===== src/rtl/regfile_arb_pkg.sv =====
// Shared types and constants for the register-file writeback arbiter.
// REGFILE_ARB_RR_EN (see regfile_arb_starve) selects round-robin fairness.
package regfile_arb_pkg;
    typedef enum logic [1:0] {GNT_NONE, GNT_ALU, GNT_MEM} grant_t;

    localparam int STARVE_CNT_W         = 4;
    localparam int DEFAULT_STARVE_LIMIT = 4;
endpackage


===== src/rtl/regfile_arb_starve.sv =====
// Fairness tracker for the writeback arbiter: starvation counter by default,
// 1-bit round-robin pointer when REGFILE_ARB_RR_EN is defined.
module regfile_arb_starve
    import regfile_arb_pkg::*;
#(
    parameter int STARVE_LIMIT = DEFAULT_STARVE_LIMIT
) (
    input  logic clk,
    input  logic rst,
    input  logic alu_valid,
    input  logic mem_valid,
    input  logic alu_gnt,
    output logic force_alu
);

`ifdef REGFILE_ARB_RR_EN
    // ptr = 1 means the ALU wins the next contention; only contention moves it.
    logic ptr;

    always_ff @(posedge clk or posedge rst) begin
        if (rst)
            ptr <= 1'b0;
        else if (alu_valid && mem_valid)
            ptr <= ~alu_gnt;
    end

    assign force_alu = ptr;
`else
    localparam logic [STARVE_CNT_W-1:0] LIMIT = STARVE_CNT_W'(STARVE_LIMIT);

    logic [STARVE_CNT_W-1:0] starve_cnt;

    always_ff @(posedge clk or posedge rst) begin
        if (rst)
            starve_cnt <= '0;
        else if (!alu_valid || alu_gnt)
            starve_cnt <= '0;
        else if (starve_cnt != LIMIT)
            starve_cnt <= starve_cnt + 1'b1;
    end

    // Only meaningful under contention; a lone ALU request wins anyway.
    assign force_alu = alu_valid && mem_valid && (starve_cnt == LIMIT);
`endif

endmodule


===== src/rtl/regfile_wb_arbiter.sv =====
// Arbitrates the register-file write port between ALU and load writeback.
// Define REGFILE_ARB_RR_EN for round-robin instead of mem priority + starvation guard.
module regfile_wb_arbiter
    import regfile_arb_pkg::*;
#(
    parameter int ADDRESS_WIDTH = 5,
    parameter int DATA_WIDTH    = 32,
    parameter int STARVE_LIMIT  = DEFAULT_STARVE_LIMIT
) (
    input  logic                     clk,
    input  logic                     rst,
    input  logic                     alu_valid,
    output logic                     alu_ready,
    input  logic [ADDRESS_WIDTH-1:0] alu_rd,
    input  logic [DATA_WIDTH-1:0]    alu_data,
    input  logic                     mem_valid,
    output logic                     mem_ready,
    input  logic [ADDRESS_WIDTH-1:0] mem_rd,
    input  logic [DATA_WIDTH-1:0]    mem_data,
    output logic                     we3,
    output logic [ADDRESS_WIDTH-1:0] ad3,
    output logic [DATA_WIDTH-1:0]    wd3,
    output logic                     starved
);

    grant_t gnt;
    logic   force_alu;

    regfile_arb_starve #(
        .STARVE_LIMIT(STARVE_LIMIT)
    ) u_starve (
        .clk      (clk),
        .rst      (rst),
        .alu_valid(alu_valid),
        .mem_valid(mem_valid),
        .alu_gnt  (alu_ready),
        .force_alu(force_alu)
    );

    always_comb begin
        gnt = GNT_NONE;
        if (rst)
            gnt = GNT_NONE;
        else if (alu_valid && mem_valid)
            gnt = force_alu ? GNT_ALU : GNT_MEM;
        else if (alu_valid)
            gnt = GNT_ALU;
        else if (mem_valid)
            gnt = GNT_MEM;
    end

    assign alu_ready = (gnt == GNT_ALU);
    assign mem_ready = (gnt == GNT_MEM);

`ifdef REGFILE_ARB_RR_EN
    assign starved = 1'b0;
`else
    assign starved = force_alu && !rst;
`endif

    // Writes to x0 are accepted but leave we3 low so register 0 stays zero.
    always_ff @(posedge clk or posedge rst) begin
        if (rst) begin
            we3 <= 1'b0;
            ad3 <= '0;
            wd3 <= '0;
        end else begin
            case (gnt)
                GNT_ALU: begin
                    we3 <= (alu_rd != '0);
                    ad3 <= alu_rd;
                    wd3 <= alu_data;
                end
                GNT_MEM: begin
                    we3 <= (mem_rd != '0);
                    ad3 <= mem_rd;
                    wd3 <= mem_data;
                end
                default: we3 <= 1'b0;
            endcase
        end
    end

endmodule


===== config.mk =====
export PLATFORM = sky130hd
export DESIGN_NAME = regfile_wb_arbiter
export DESIGN_NICKNAME = d
export VERILOG_FILES = /design/src/rtl/regfile_arb_pkg.sv /design/src/rtl/regfile_arb_starve.sv /design/src/rtl/regfile_wb_arbiter.sv
export SDC_FILE = /design/constraint.sdc
export NUM_CORES = 1
export LEC_CHECK = 0
export BUFFER_PORTS_ARGS = -buffer_cell sky130_fd_sc_hd__buf_2
export CAP_MARGIN = 0
export CORE_ASPECT_RATIO = 2
export CORE_MARGIN = 8
export CORE_UTILIZATION = 44
export CTS_BUF_LIST = sky130_fd_sc_hd__clkbuf_4 sky130_fd_sc_hd__clkbuf_8 sky130_fd_sc_hd__clkbuf_16
export DETAILED_ROUTE_END_ITERATION = 8
export PLACE_DENSITY_LB_ADDON = 0.2
export RECOVER_POWER = 25
export REMOVE_ABC_BUFFERS = 1
export SYNTH_ARGS = -nofsm -noshare
export SYNTH_HDL_FRONTEND = slang
export SYNTH_HIERARCHICAL = 1
export SYNTH_SLANG_ARGS = --single-unit

===== constraint.sdc =====
create_clock -name clk -period 3.1 [get_ports clk]
set_clock_uncertainty 0.15 [all_clocks]
set_input_delay 0.155 -clock clk [delete_from_list [all_inputs] [get_ports clk]]
set_output_delay 0.155 -clock clk [all_outputs]
set_load 0.05 [all_outputs]

* After elaboration in Yosys (flattened, before gate mapping)
Index checks and enable logic that the tools add are counted.
Storage, ports and cells: flip-flop bits (word level) 42, input port bits 78
Operators by class: $add $sub $neg 1, equality and inequality tests 4, mux-type cells 10, reductions and logical operators 10
Operator list (number):
- $pmux 32 s2 | 1
- $mux 2 | 5
- $pmux 5 s2 | 1
- $reduce_bool 5->1 | 2
- $mux 4 | 2
- $add 4x1->4 const B | 1
- $eq 4x3->1 const B | 1
- $ne 4x3->1 const B | 1
- $reduce_bool 2->1 | 2
- $logic_and 1x1->1 | 3
- $eq 2x1->1 const B | 1
- $eq 2x2->1 const B | 1
- $logic_not 1->1 | 2
- $pmux 1 s2 | 1
- $logic_or 1x1->1 | 1

* Depth between registers and ports, before layout
Gate-level depths: netlist of the first run.
depth in word-level cells 8, gate-level depth with buffers 12

* Hierarchy
Netlist of the first run, hierarchy kept.
Modules (own cells, without submodules):
- regfile_wb_arbiter | times used 1, cells an instance 177, area each 1824.2 um^2, sequential area each 950.9 um^2
- regfile_arb_starve | times used 1, cells an instance 26, area each 265.3 um^2, sequential area each 100.1 um^2

* Least setup slack after synthesis of the first run
Ideal clock, no wire load.
path type register to register, from register u_starve.starve_cnt[0], to register wd3[10], setup time 0.133 ns, arrival time 2.488 ns, required time 2.817 ns, slack 0.328 ns, cell stages (with the launch flop) 12, period minus slack after synthesis 2.772 ns, path through dfrtp_1 -> inv_1 -> ha_1 -> and3b_1 -> and3_2 -> nand2b_1 -> nand3_1 -> ha_1 -> buf_4 -> buf_6 -> mux2i_1 -> o21ai_0
Between the ends: cells in the longest elaborated chain, start to end 7
Ends and longest elaborated chain:
- start, declared | RTL line regfile_arb_starve.sv:31 | logic [STARVE_CNT_W-1:0] starve_cnt;
- start signal, assigned | RTL line regfile_arb_starve.sv:39 | starve_cnt <= starve_cnt + 1'b1;
- $eq 4x3->1 (*) | RTL line regfile_arb_starve.sv:43 | assign force_alu = alu_valid && mem_valid && (starve_cnt == LIMIT);
- $logic_and 1x1->1 (*) | RTL line regfile_arb_starve.sv:43
- via force_alu | RTL line regfile_wb_arbiter.sv:27 | logic force_alu;
- $mux 2 (*) | RTL line regfile_wb_arbiter.sv:45 | gnt = force_alu ? GNT_ALU : GNT_MEM;
- $mux 2 (*) | RTL line regfile_wb_arbiter.sv:44 | else if (alu_valid && mem_valid)
- $mux 2 (*) | RTL line regfile_wb_arbiter.sv:42 | if (rst)
- $eq 2x2->1 (*)
- via mem_ready | RTL line regfile_wb_arbiter.sv:17 | output logic mem_ready,
- $pmux 32 s2 or $reduce_bool 2->1 (tied branches)
- end signal, assigned | RTL line regfile_wb_arbiter.sv:72 | wd3 <= alu_data;
- end signal, assigned | RTL line regfile_wb_arbiter.sv:77 | wd3 <= mem_data;
- end, declared | RTL line regfile_wb_arbiter.sv:22 | output logic [DATA_WIDTH-1:0] wd3,
Mark *: on every way through the listed nets, which the timed path passes. The rest lies on a longest branch. A chain may end at the register's enable or synchronous reset.

* Worst setup path in the final report of the first run
from register u_starve.starve_cnt[0], to output mem_ready
Between the ends: cells in the longest elaborated chain, start to end 6
Ends and longest elaborated chain:
- $eq 4x3->1 | RTL line regfile_arb_starve.sv:43
- $logic_and 1x1->1 | RTL line regfile_arb_starve.sv:43
- via force_alu | RTL line regfile_wb_arbiter.sv:27
- $mux 2 | RTL line regfile_wb_arbiter.sv:45
- $mux 2 | RTL line regfile_wb_arbiter.sv:44
- $mux 2 | RTL line regfile_wb_arbiter.sv:42
- $eq 2x2->1 | RTL line regfile_wb_arbiter.sv:53 | assign mem_ready = (gnt == GNT_MEM);
- end, declared | RTL line regfile_wb_arbiter.sv:17
The timed path passes the listed nets, and every way through them passes these cells.

==> summary.txt, run 1 <==
Run status
  • Status: completed

Yosys
  • Sequential fraction of the synthesis area: 50.3%
  • Synthesis-stage register bit count: 42
  • Mapped Cells: 203
  • Ys Warns: 6
  • Mapped cell area: 2090 µm²
  • Yosys cell types: 24
  • Avg Cell Area, Syn: 10.3 µm²

Power
  • Net Switching: 739 µW
  • Int Power: 975 µW
  • Clock power frac: 19.1%
  • Power per Cell Area: 606 nW/µm²
  • Tot Pwr: 1710 µW
  • Part of the power in registers: 40.6%
  • Max IR drop VDD: 390 µV
  • Comb power frac: 40.3%
  • Sw frac: 43.1%
  • Leakage power: 0.00148 µW

CTS
  • Max H-tree Level: 2
  • Sink Count: 42
  • CTS resizes: 0
  • Worst-path clk slew: 0.08 ns
  • Clock Path Buffers: 2
  • CTS tree: done
  • Root buffer cell: clkbuf_8
  • Worst skew pair latency: 0.28 ns
  • CTS Buf Count: 5

Place
  • # port buffers: 118
  • Post-DP HPWL: 4500 µm
  • Placer Congestion: 0.779
  • Pre-CTS setup slack: 0.516 ns
  • Placement Cell Area: 2730 µm²
  • DP Cell Count: 369

GRT
  • Overflow after GRT: 0
  • Met2 Use GR: 27.4%
  • Busiest grt layer: met2
  • Initial antenna violation count: 0
  • First-pass GRT wire length: 9470 µm
  • Vias in the first global route: 2009
  • Routing usage on met1: 17.1%
  • Overall routing resource usage: 15.8%
  • Pin count of the biggest net entering global routing: 52
  • GR Util met3: 5.10%

Route
  • Routed WL per cell: 14.9 µm
  • Pre-antenna DRT Iters: 4
  • Drt first-iter violations: 55
  • DR DRC count: 0
  • Routed vias/inst: 4.88
  • Vias: 1848
  • Post-DRT Antenna Nets: 0
  • WL final: 5650 µm

Critical path
  • Worst Setup Path Type: reg -> out
  • Crit start category: flip-flop
  • Max stage delay on crit path: 0.41 ns
  • CP arrival: 2.56 ns
  • Critical Path Fanout Max: 33
  • Delay-heaviest family, CP: simple AND/OR/NAND/NOR gates
  • Crit end category: output pin
  • Reg2Reg Setup Slack: 0.49 ns
  • Crit-path cells: inv_1 -> ha_1 -> and3b_1 -> and3_2 -> nand2b_1 -> nand3_1 -> ha_2 -> buf_12 -> buf_2
  • WP buf/inv: 3
  • Worst EP required: 2.79 ns
  • Slowest cell on the critical path: dfrtp_1

STA
  • Slew @ Worst Pin: 1.21 ns
  • Final hold viol count: 0
  • Fmax: 349 MHz
  • Tmin final: 2.87 ns
  • Fin. max-slew vios: 0
  • Final period util: 92.5%
  • Slew headroom: 19.1%
  • Setup WS post-layout: 0.231 ns
  • RSZ-0062 raised after global routing: false
  • Endpoints failing setup: 0

Cells and area
  • Layout cells sized above 1: 40.1%
  • Post-Layout Cell Count: 379
  • Most frequent cells in the layout: 117 x buf_2, 42 x dfrtp_1, 40 x mux2i_1, 38 x nand2_1, 37 x o21ai_0
  • Layout Nets: 407
  • Area growth syn-to-layout: 35.4%
  • Final instance area: 2830 µm²
  • Antenna diodes: 0
  • Commonest non-fill, non-tap cell in the layout: buf_2
  • Fillers: 447

Floorplan
  • Die X: 64.7 µm
  • Die footprint: 7340 µm²
  • Die extent in y: 113 µm
  • Core box area: 4600 µm²
  • Row Count: 35
  • Ports: 119
  • Initial core utilization: 45.4%

Run
  • Number of max-cap violations: 0

Min path
  • HP Class: in -> reg
[worst reg2reg max path, cell delays in order, from the launching register on]
cell	delay (ns)
dfrtp_1	0.42
inv_1	0.07
ha_1	0.17
and3b_1	0.23
and3_2	0.21
nand2b_1	0.10
nand3_1	0.13
ha_2	0.36
buf_4	0.38
o21ai_0	0.23
[cell type report]
cell class	count	area [µm²]	share of cell area (%)
inverters	7	26.3	0.928
well taps	55	68.8	2.43
flip-flops and latches	42	1050	37.1
clock buffers	5	68.8	2.43
clock inverters	2	10.0	0.354
multi-input cells	142	943	33.3
repair buffers	126	662	23.4
[sequential cells by signal (all words and copies together), names as in the netlist]
name,cells
wd3,32
ad3,5
u_starve/starve_cnt,4
we3,1
[stage by stage]
stage          hold slack [ns]  TNS (ns)  util [%]
6_report               0.00607         0      61.6
4_1_cts               0.000115         0      61.7
2_1_floorplan           -0.229    -19.58         -
3_5_place_dp           -0.0797         0      59.4
5_1_grt                0.00591         0      61.6
3_3_place_gp           -0.0750         0      59.4
[power groups by stage]
stage	Sequential, µW	Combinational (µW)	Clock (µW)
global route	709	741	361
finish	696	690	328
floorplan	1040	154	0
detailed placement	705	700	0
global placement	703	691	0
CTS	697	703	340
[synthesized netlist by cell type]
cell type / number / area share, %
or4b_1: 1 / 0.48
or4_1: 2 / 0.72
mux2i_1: 40 / 19
a2111oi_0: 1 / 0.42
nor2_1: 1 / 0.18
nand3_1: 3 / 0.72
ha_1: 5 / 3.0
and3_2: 1 / 0.36
a21oi_1: 1 / 0.24
nand2b_1: 2 / 0.60
and3b_1: 1 / 0.42
and2_1: 1 / 0.30
buf_2: 2 / 0.48
nor2b_1: 1 / 0.30
o21ai_1: 2 / 0.48
buf_6: 3 / 1.6
clkbuf_1: 6 / 1.1
nand2_1: 38 / 6.8
nand3b_1: 4 / 1.4
inv_1: 7 / 1.3
buf_4: 1 / 0.36
o21ai_0: 37 / 8.9
dfrtp_1: 42 / 50
or3b_1: 1 / 0.42
[routing by layer]
layer | wire (µm) | vias up
met4 | 94 | 0
li1 | - | 938
met5 | 0 | -
met1 | 2120 | 837
met2 | 3070 | 64
met3 | 373 | 9
[path summary, 6_finish.rpt]
path | to | startpoint | cells after the start
worst max-delay path | mem_ready | u_starve/starve_cnt[0]$_DFFE_PP0P_ | 9
worst min-delay path | wd3[17]$_DFFE_PP0P_ | alu_data[17] | 3
worst max register to register | wd3[8]$_DFFE_PP0P_ | u_starve/starve_cnt[0]$_DFFE_PP0P_ | 9
worst min register to register | ad3[2]$_DFFE_PP0P_ | ad3[2]$_DFFE_PP0P_ | 2
max in group asynchronous | ad3[2]$_DFFE_PP0P_ | rst | 4
min in group asynchronous | u_starve/starve_cnt[0]$_DFFE_PP0P_ | rst | 3
[kinds of logic (layout without fill, tap and decap cells)]
logic type                 count (synthesis)  count (layout)  share of synthesized area (%)
muxes                                     40              40                           19.2
adders and majority gates                  5               5                           2.99
and+or+nand+nor                           56              56                           12.8
DFF                                       42              42                           50.3
buffers and inverters                     19             140                           4.79
AOI/OAI and AO/OA                         41              41                           10.0
[repair_timing]
item | 4_1_cts | 5_1_grt
setup buffers | 0 | 0
endpoints found under the hold margin | 44 | 0
hold buffers | 3 | 0
(Power assumes the default switching activity.)
==> inputs of run 2 (changes only) <==
- CORE_MARGIN: 8 -> 2
==> run 2 against run 1 <==
Against the previous run:
- routed wire length decreased by 7.3%
- the run now ends with hold timing left
- sequential power increased by 0.9%
- flip-flop and latch count is the same
- highest routed layer unchanged
- design area grew 5.6%
- largest cell class unchanged
- largest power group is now combinational cells
- die area decreased by 27%
==> summary.txt, run 2 (synthesis results as in run 1) <==
Run status
  • Status: finished with violations (was completed)
  • Failing checks: hold timing

STA
  • Endpoints failing setup: 0 (unchanged)
  • Fin Hold WS: -0.00157 ns (was 0.00607 ns)
  • Slew headroom: 24.5% (was 19.1%)
  • Tmin final: 2.95 ns (was 2.87 ns)
  • Setup TNS: 0 ns (unchanged)
  • Final period util: 95.0% (was 92.5%)
  • Fmax: 339 MHz (was 349 MHz)
  • Slew @ Worst Pin: 1.13 ns (was 1.21 ns)
  • Fin. max-slew vios: 0 (unchanged)
  • Final hold viol count: 1 (was 0)

Place
  • # port buffers: 118 (unchanged)
  • Post-DP HPWL: 3910 µm (was 4500 µm)
  • DP Cell Count: 370 (was 369)
  • Placement Cell Area: 2740 µm² (was 2730 µm²)
  • Placer Congestion: 0.847 (was 0.779)

Power
  • Comb power frac: 39.7% (was 40.3%)
  • Clock power frac: 20.8% (was 19.1%)
  • Leakage power: 0.00155 µW (was 0.00148 µW)
  • Net Switching: 748 µW (was 739 µW)
  • Part of the power in registers: 39.5% (was 40.6%)
  • Max IR drop VDD: 441 µV (was 390 µV)
  • Power per Cell Area: 595 nW/µm² (was 606 nW/µm²)
  • Tot Pwr: 1780 µW (was 1710 µW)
  • Sw frac: 42.1% (was 43.1%)
  • Int Power: 1030 µW (was 975 µW)

Cells and area
  • Largest register by flop count: wd3 (unchanged)
  • Area growth syn-to-layout: 43.1% (was 35.4%)
  • Layout Nets: 417 (was 407)
  • Commonest non-fill, non-tap cell in the layout: buf_2 (unchanged)
  • Final instance area: 2990 µm² (was 2830 µm²)
  • Layout cells sized above 1: 40.0% (was 40.1%)
  • Top Registers: wd3 x32, ad3 x5, u_starve/starve_cnt x4 (unchanged)
  • Post-Layout Cell Count: 390 (was 379)
  • Largest register FFs: 32 (unchanged)
  • Most frequent cells in the layout: 117 x buf_2, 42 x dfrtp_1, 40 x mux2i_1, 38 x nand2_1, 37 x o21ai_0 (unchanged)
  • Antenna diodes: 0 (unchanged)

Floorplan
  • Row Count: 35 (unchanged)
  • Initial core utilization: 45.4% (unchanged)
  • Die X: 52.7 µm (was 64.7 µm)
  • Core box area: 4600 µm² (unchanged)
  • Die extent in y: 101 µm (was 113 µm)
  • Die footprint: 5350 µm² (was 7340 µm²)
  • Ports: 119 (unchanged)

CTS
  • CTS tree: done (unchanged)
  • Clock Path Buffers: 2 (unchanged)
  • Sink Count: 42 (unchanged)
  • CTS Buf Count: 5 (unchanged)
  • Root buffer cell: clkbuf_8 (unchanged)
  • Worst skew pair latency: 0.29 ns (was 0.28 ns)
  • Post-CTS Setup Bufs: 0 (unchanged)
  • Max H-tree Level: 2 (unchanged)
  • Worst-path clk slew: 0.08 ns (about the same)

Route
  • Vias: 1939 (was 1848)
  • Post-DRT Antenna Nets: 0 (unchanged)
  • Routed vias/inst: 4.97 (was 4.88)
  • Pre-antenna DRT Iters: 4 (unchanged)
  • Routed WL per cell: 13.4 µm (was 14.9 µm)
  • WL final: 5240 µm (was 5650 µm)
  • DR DRC count: 0 (unchanged)
  • Drt first-iter violations: 24 (was 55)

GRT
  • Vias in the first global route: 1878 (was 2009)
  • First-pass GRT wire length: 8270 µm (was 9470 µm)
  • Initial antenna violation count: 0 (unchanged)
  • Pin count of the biggest net entering global routing: 32 (was 52)
  • Overall routing resource usage: 20.7% (was 15.8%)
  • Overflow after GRT: 0 (unchanged)

Critical path
  • Critical Path Fanout Max: 13 (was 33)
  • CP arrival: 2.96 ns (was 2.56 ns)
  • Crit start category: flip-flop (unchanged)
  • Worst EP required: 3.11 ns (was 2.79 ns)
  • Worst Setup Path Type: reg -> reg (was reg -> out)
  • Reg2Reg Setup Slack: 0.15 ns (was 0.49 ns)
  • Crit end category: flip-flop (was output pin)

Min path
  • HP Class: in -> reg (unchanged)

Run
  • Number of max-cap violations: 0 (unchanged)
[run 2: cell type report]
| type | count | area (µm²) |
|---|---|---|
| fill | 406 | 1610 |
| inverter | 7 | 26.3 |
| sequential | 42 | 1050 |
| multi-input combinational | 142 | 953 |
| tap | 55 | 68.8 |
| clock buffer | 7 | 90.1 |
| timing repair buffer | 136 | 795 |
| clock inverter | 1 | 5.00 |
[run 2: worst max-delay path, cell delays in order (launching register included)]
cell and delay, ns:
dfrtp_1 0.41, inv_1 0.06, ha_1 0.21, and3b_1 0.21, and3_2 0.24, nand2b_1 0.14, nand3_1 0.17, ha_4 0.22
buf_6 0.20, mux2i_1 0.19, dlygate4sd3_1 0.55, o21ai_0 0.06
[run 2: worst paths after layout]
kind	from	cells past startpoint	endpoint
worst min-delay path	alu_data[15]	3	wd3[15]$_DFFE_PP0P_
worst max-delay path	u_starve/starve_cnt[0]$_DFFE_PP0P_	11	wd3[14]$_DFFE_PP0P_
worst max register to register	u_starve/starve_cnt[0]$_DFFE_PP0P_	11	wd3[14]$_DFFE_PP0P_
min in group asynchronous	rst	3	u_starve/starve_cnt[0]$_DFFE_PP0P_
worst min register to register	wd3[1]$_DFFE_PP0P_	2	wd3[1]$_DFFE_PP0P_
max in group asynchronous	rst	4	wd3[12]$_DFFE_PP0P_
[run 2: power by group through the flow]
stage	registers, µW	logic (µW)	clock network [µW]
floorplan	1040	154	0
global route	713	758	401
detailed placement	708	693	0
finish	702	707	370
global placement	710	681	0
CTS	701	702	379
[run 2: what timing repair did]
| action | 4_1_cts | 5_1_grt |
|---|---|---|
| resized for setup | 0 | 5 |
| hold endpoints to repair | 48 | 1 |
| hold buffers | 9 | 2 |
| endpoints found under the setup margin | 0 | 1 |
[run 2: metrics by stage]
stage | utilization (%) | setup WS, ns
2_1_floorplan | - | -0.540
3_3_place_gp | 59.5 | 0.534
3_5_place_dp | 59.5 | 0.450
4_1_cts | 63.6 | 0.0366
5_1_grt | 65.0 | -0.000709
6_report | 65.0 | 0.154
[run 2: layer usage]
layer | global-route usage, % | up-vias | wire length [µm]
li1 | - | 960 | -
met1 | 23.4 | 899 | 1930
met2 | 36.7 | 69 | 2920
met3 | 4.57 | 11 | 272
met4 | 8.09 | 0 | 116
met5 | 0 | - | 0
==> inputs of run 3 (changes only) <==
- CTS_CLUSTER_DIAMETER: unset -> 40
- GPL_TIMING_DRIVEN: unset -> 0
==> run 3 against run 2 <==
Against the previous run:
- largest power group unchanged
- maximum frequency rose by 1.7%
- via count fell by 0.26%
- the run ends with capacitance limit, slew limit left
- combinational power barely moved
- highest routed layer unchanged
- critical endpoint is now mem_ready
- sequential power fell by 0.9%
==> summary.txt, run 3 (synthesis results as in run 1) <==
STA
  • Endpoints failing setup: 0 (unchanged)
  • Fmax: 345 MHz (was 339 MHz)
  • Slew @ Worst Pin: 1.99 ns (was 1.13 ns)
  • Final period util: 93.5% (was 95.0%)
  • Slew headroom: -32.9% (was 24.5%)
  • Tmin final: 2.90 ns (was 2.95 ns)
  • Fin Hold WS: 0.00596 ns (was -0.00157 ns)
  • RSZ-0062 raised after global routing: false
  • Fin. max-slew vios: 39 (was 0)
  • Final hold viol count: 0 (was 1)
  • Setup WS post-layout: 0.203 ns (was 0.154 ns)

Route
  • Vias: 1934 (was 1939)
  • Routed vias/inst: 4.95 (was 4.97)
  • Pre-antenna DRT Iters: 3 (was 4)
  • Drt first-iter violations: 22 (was 24)
  • WL final: 5220 µm (was 5240 µm)
  • DR DRC count: 0 (unchanged)
  • Post-DRT Antenna Nets: 0 (unchanged)
  • Routed WL per cell: 13.4 µm (about the same)

Cells and area
  • Area of the multi-input gates: 953 µm² (unchanged)
  • Antenna diodes: 0 (unchanged)
  • Register Area: 1050 µm² (unchanged)
  • Layout Nets: 418 (was 417)
  • Most frequent cells in the layout: 117 x buf_2, 42 x dfrtp_1, 40 x mux2i_1, 38 x nand2_1, 37 x o21ai_0 (unchanged)
  • Post-Layout Cell Count: 391 (was 390)
  • Final instance area: 3010 µm² (was 2990 µm²)
  • Largest register FFs: 32 (unchanged)
  • Layout cells sized above 1: 38.7% (was 40.0%)
  • Area growth syn-to-layout: 44.0% (was 43.1%)
  • Fillers: 415 (was 406)
  • Largest register by flop count: wd3 (unchanged)
  • Top Registers: wd3 x32, ad3 x5, u_starve/starve_cnt x4 (unchanged)
  • Commonest non-fill, non-tap cell in the layout: buf_2 (unchanged)

Power
  • Leakage power: 0.00155 µW (about the same)
  • Tot Pwr: 1820 µW (was 1780 µW)
  • Max IR drop VDD: 476 µV (was 441 µV)
  • Power per Cell Area: 606 nW/µm² (was 595 nW/µm²)

Place
  • Post-DP HPWL: 3790 µm (was 3910 µm)
  • Placement Cell Area: 2730 µm² (was 2740 µm²)
  • DP Cell Count: 366 (was 370)
  • Pre-CTS setup slack: 0.289 ns (was 0.450 ns)
  • # port buffers: 118 (unchanged)
  • Placer Congestion: 0.762 (was 0.847)

Floorplan
  • Die X: 52.7 µm (unchanged)
  • Core box area: 4600 µm² (unchanged)
  • Die extent in y: 101 µm (unchanged)
  • Row Count: 35 (unchanged)
  • Ports: 119 (unchanged)
  • Initial core utilization: 45.4% (unchanged)
  • Die footprint: 5350 µm² (unchanged)

Critical path
  • Worst Setup Path Type: reg -> out (was reg -> reg)
  • CP arrival: 2.59 ns (was 2.96 ns)
  • Critical Path Fanout Max: 31 (was 13)
  • Crit end category: output pin (was flip-flop)
  • Worst EP required: 2.79 ns (was 3.11 ns)
  • Crit-path cells: inv_1 -> ha_1 -> and3b_1 -> and3_2 -> nand2b_1 -> nand3_1 -> ha_4 -> buf_12 -> buf_2 (was inv_1 -> ha_1 -> and3b_1 -> and3_2 -> nand2b_1 -> nand3_1 -> ha_4 -> buf_6 -> mux2i_1 -> dlygate4sd3_1 -> o21ai_0)
  • FF-to-FF path depth: 9 (was 11)
  • Max stage delay on crit path: 0.43 ns (was 0.55 ns)
  • Slowest cell on the critical path: dfrtp_1 (was dlygate4sd3_1)
  • Crit start category: flip-flop (unchanged)

Min path
  • HP Class: in -> reg (unchanged)
  • Hold depth: 3 (unchanged)

GRT
  • Overall routing resource usage: 20.7% (about the same)
  • Initial antenna violation count: 0 (unchanged)
  • Overflow after GRT: 0 (unchanged)
  • Vias in the first global route: 1948 (was 1878)
  • Pin count of the biggest net entering global routing: 39 (was 32)
  • First-pass GRT wire length: 8310 µm (was 8270 µm)

Run status
  • Status: finished with violations (unchanged)
  • Failing checks: capacitance limit, slew limit (was hold timing)

CTS
  • CTS Buf Count: 5 (unchanged)
  • Max H-tree Level: 2 (unchanged)
  • Worst-path clk slew: 0.08 ns (about the same)
  • Post-CTS Setup Bufs: 0 (unchanged)
  • CTS tree: done (unchanged)
  • Root buffer cell: clkbuf_8 (unchanged)
  • Worst skew pair latency: 0.29 ns (about the same)
  • Clock Path Buffers: 2 (unchanged)
  • Sink Count: 42 (unchanged)

Run
  • Number of max-cap violations: 1 (was 0)
-- run 3: final timing paths --
| check | end | start | slack [ns] |
|---|---|---|---|
| max reg2reg | wd3[16]$_DFFE_PP0P_ | u_starve/starve_cnt[0]$_DFFE_PP0P_ | 0.26 |
| min reg2reg | wd3[28]$_DFFE_PP0P_ | wd3[28]$_DFFE_PP0P_ | 0.33 |
| max | mem_ready | u_starve/starve_cnt[0]$_DFFE_PP0P_ | 0.20 |
| min | wd3[30]$_DFFE_PP0P_ | alu_data[30] | 0.006 |
| min in group asynchronous | u_starve/starve_cnt[0]$_DFFE_PP0P_ | rst | 0.71 |
| max in group asynchronous | ad3[4]$_DFFE_PP0P_ | rst | 0.60 |
-- run 3: area by class of cell --
class / instances / area share (%)
Multi-Input combinational cell: 142 / 31.7
Tap cell: 55 / 2.29
Sequential cell: 42 / 34.9
Clock inverter: 3 / 1.33
Timing Repair Buffer: 137 / 26.6
Clock buffer: 5 / 2.29
Inverter: 7 / 0.873
-- run 3: repair_timing --
item | CTS | global route
hold buffers | 17 | 0
gates resized for setup | 0 | 1
setup endpoints to repair | 0 | 1
hold endpoints to repair | 50 | 0
-- run 3: critical path: cells and delay by family (launching register included) --
family	cells	cell delay, ns
AND/OR/NAND/NOR	4	0.77
buffers and inverters	3	0.62
flip-flops	1	0.43
adder cells (fa/ha/maj)	2	0.48
-- run 3: per-stage QoR --
step	util, %	TNS, ns
floorplan	-	-19.58
finish	65.4	0
global route	65.4	0
CTS	65.6	0
detailed placement	59.3	0
global placement	58.2	-40.83
-- run 3: per-layer routing --
layer	GRT usage, %	share of wire [%]	wire length [µm]	vias up
met3	4.13	4.5	234	10
met2	38.9	57	2990	64
met5	0	0	0	-
met4	8.48	2.5	129	0
met1	21.0	36	1860	899
li1	-	-	-	961
-- run 3: report_power, final --
part | internal (µW) | total (µW) | switching (µW)
sequential | 645 | 696 | 51.0
combinational | 195 | 707 | 513
clock | 237 | 420 | 182
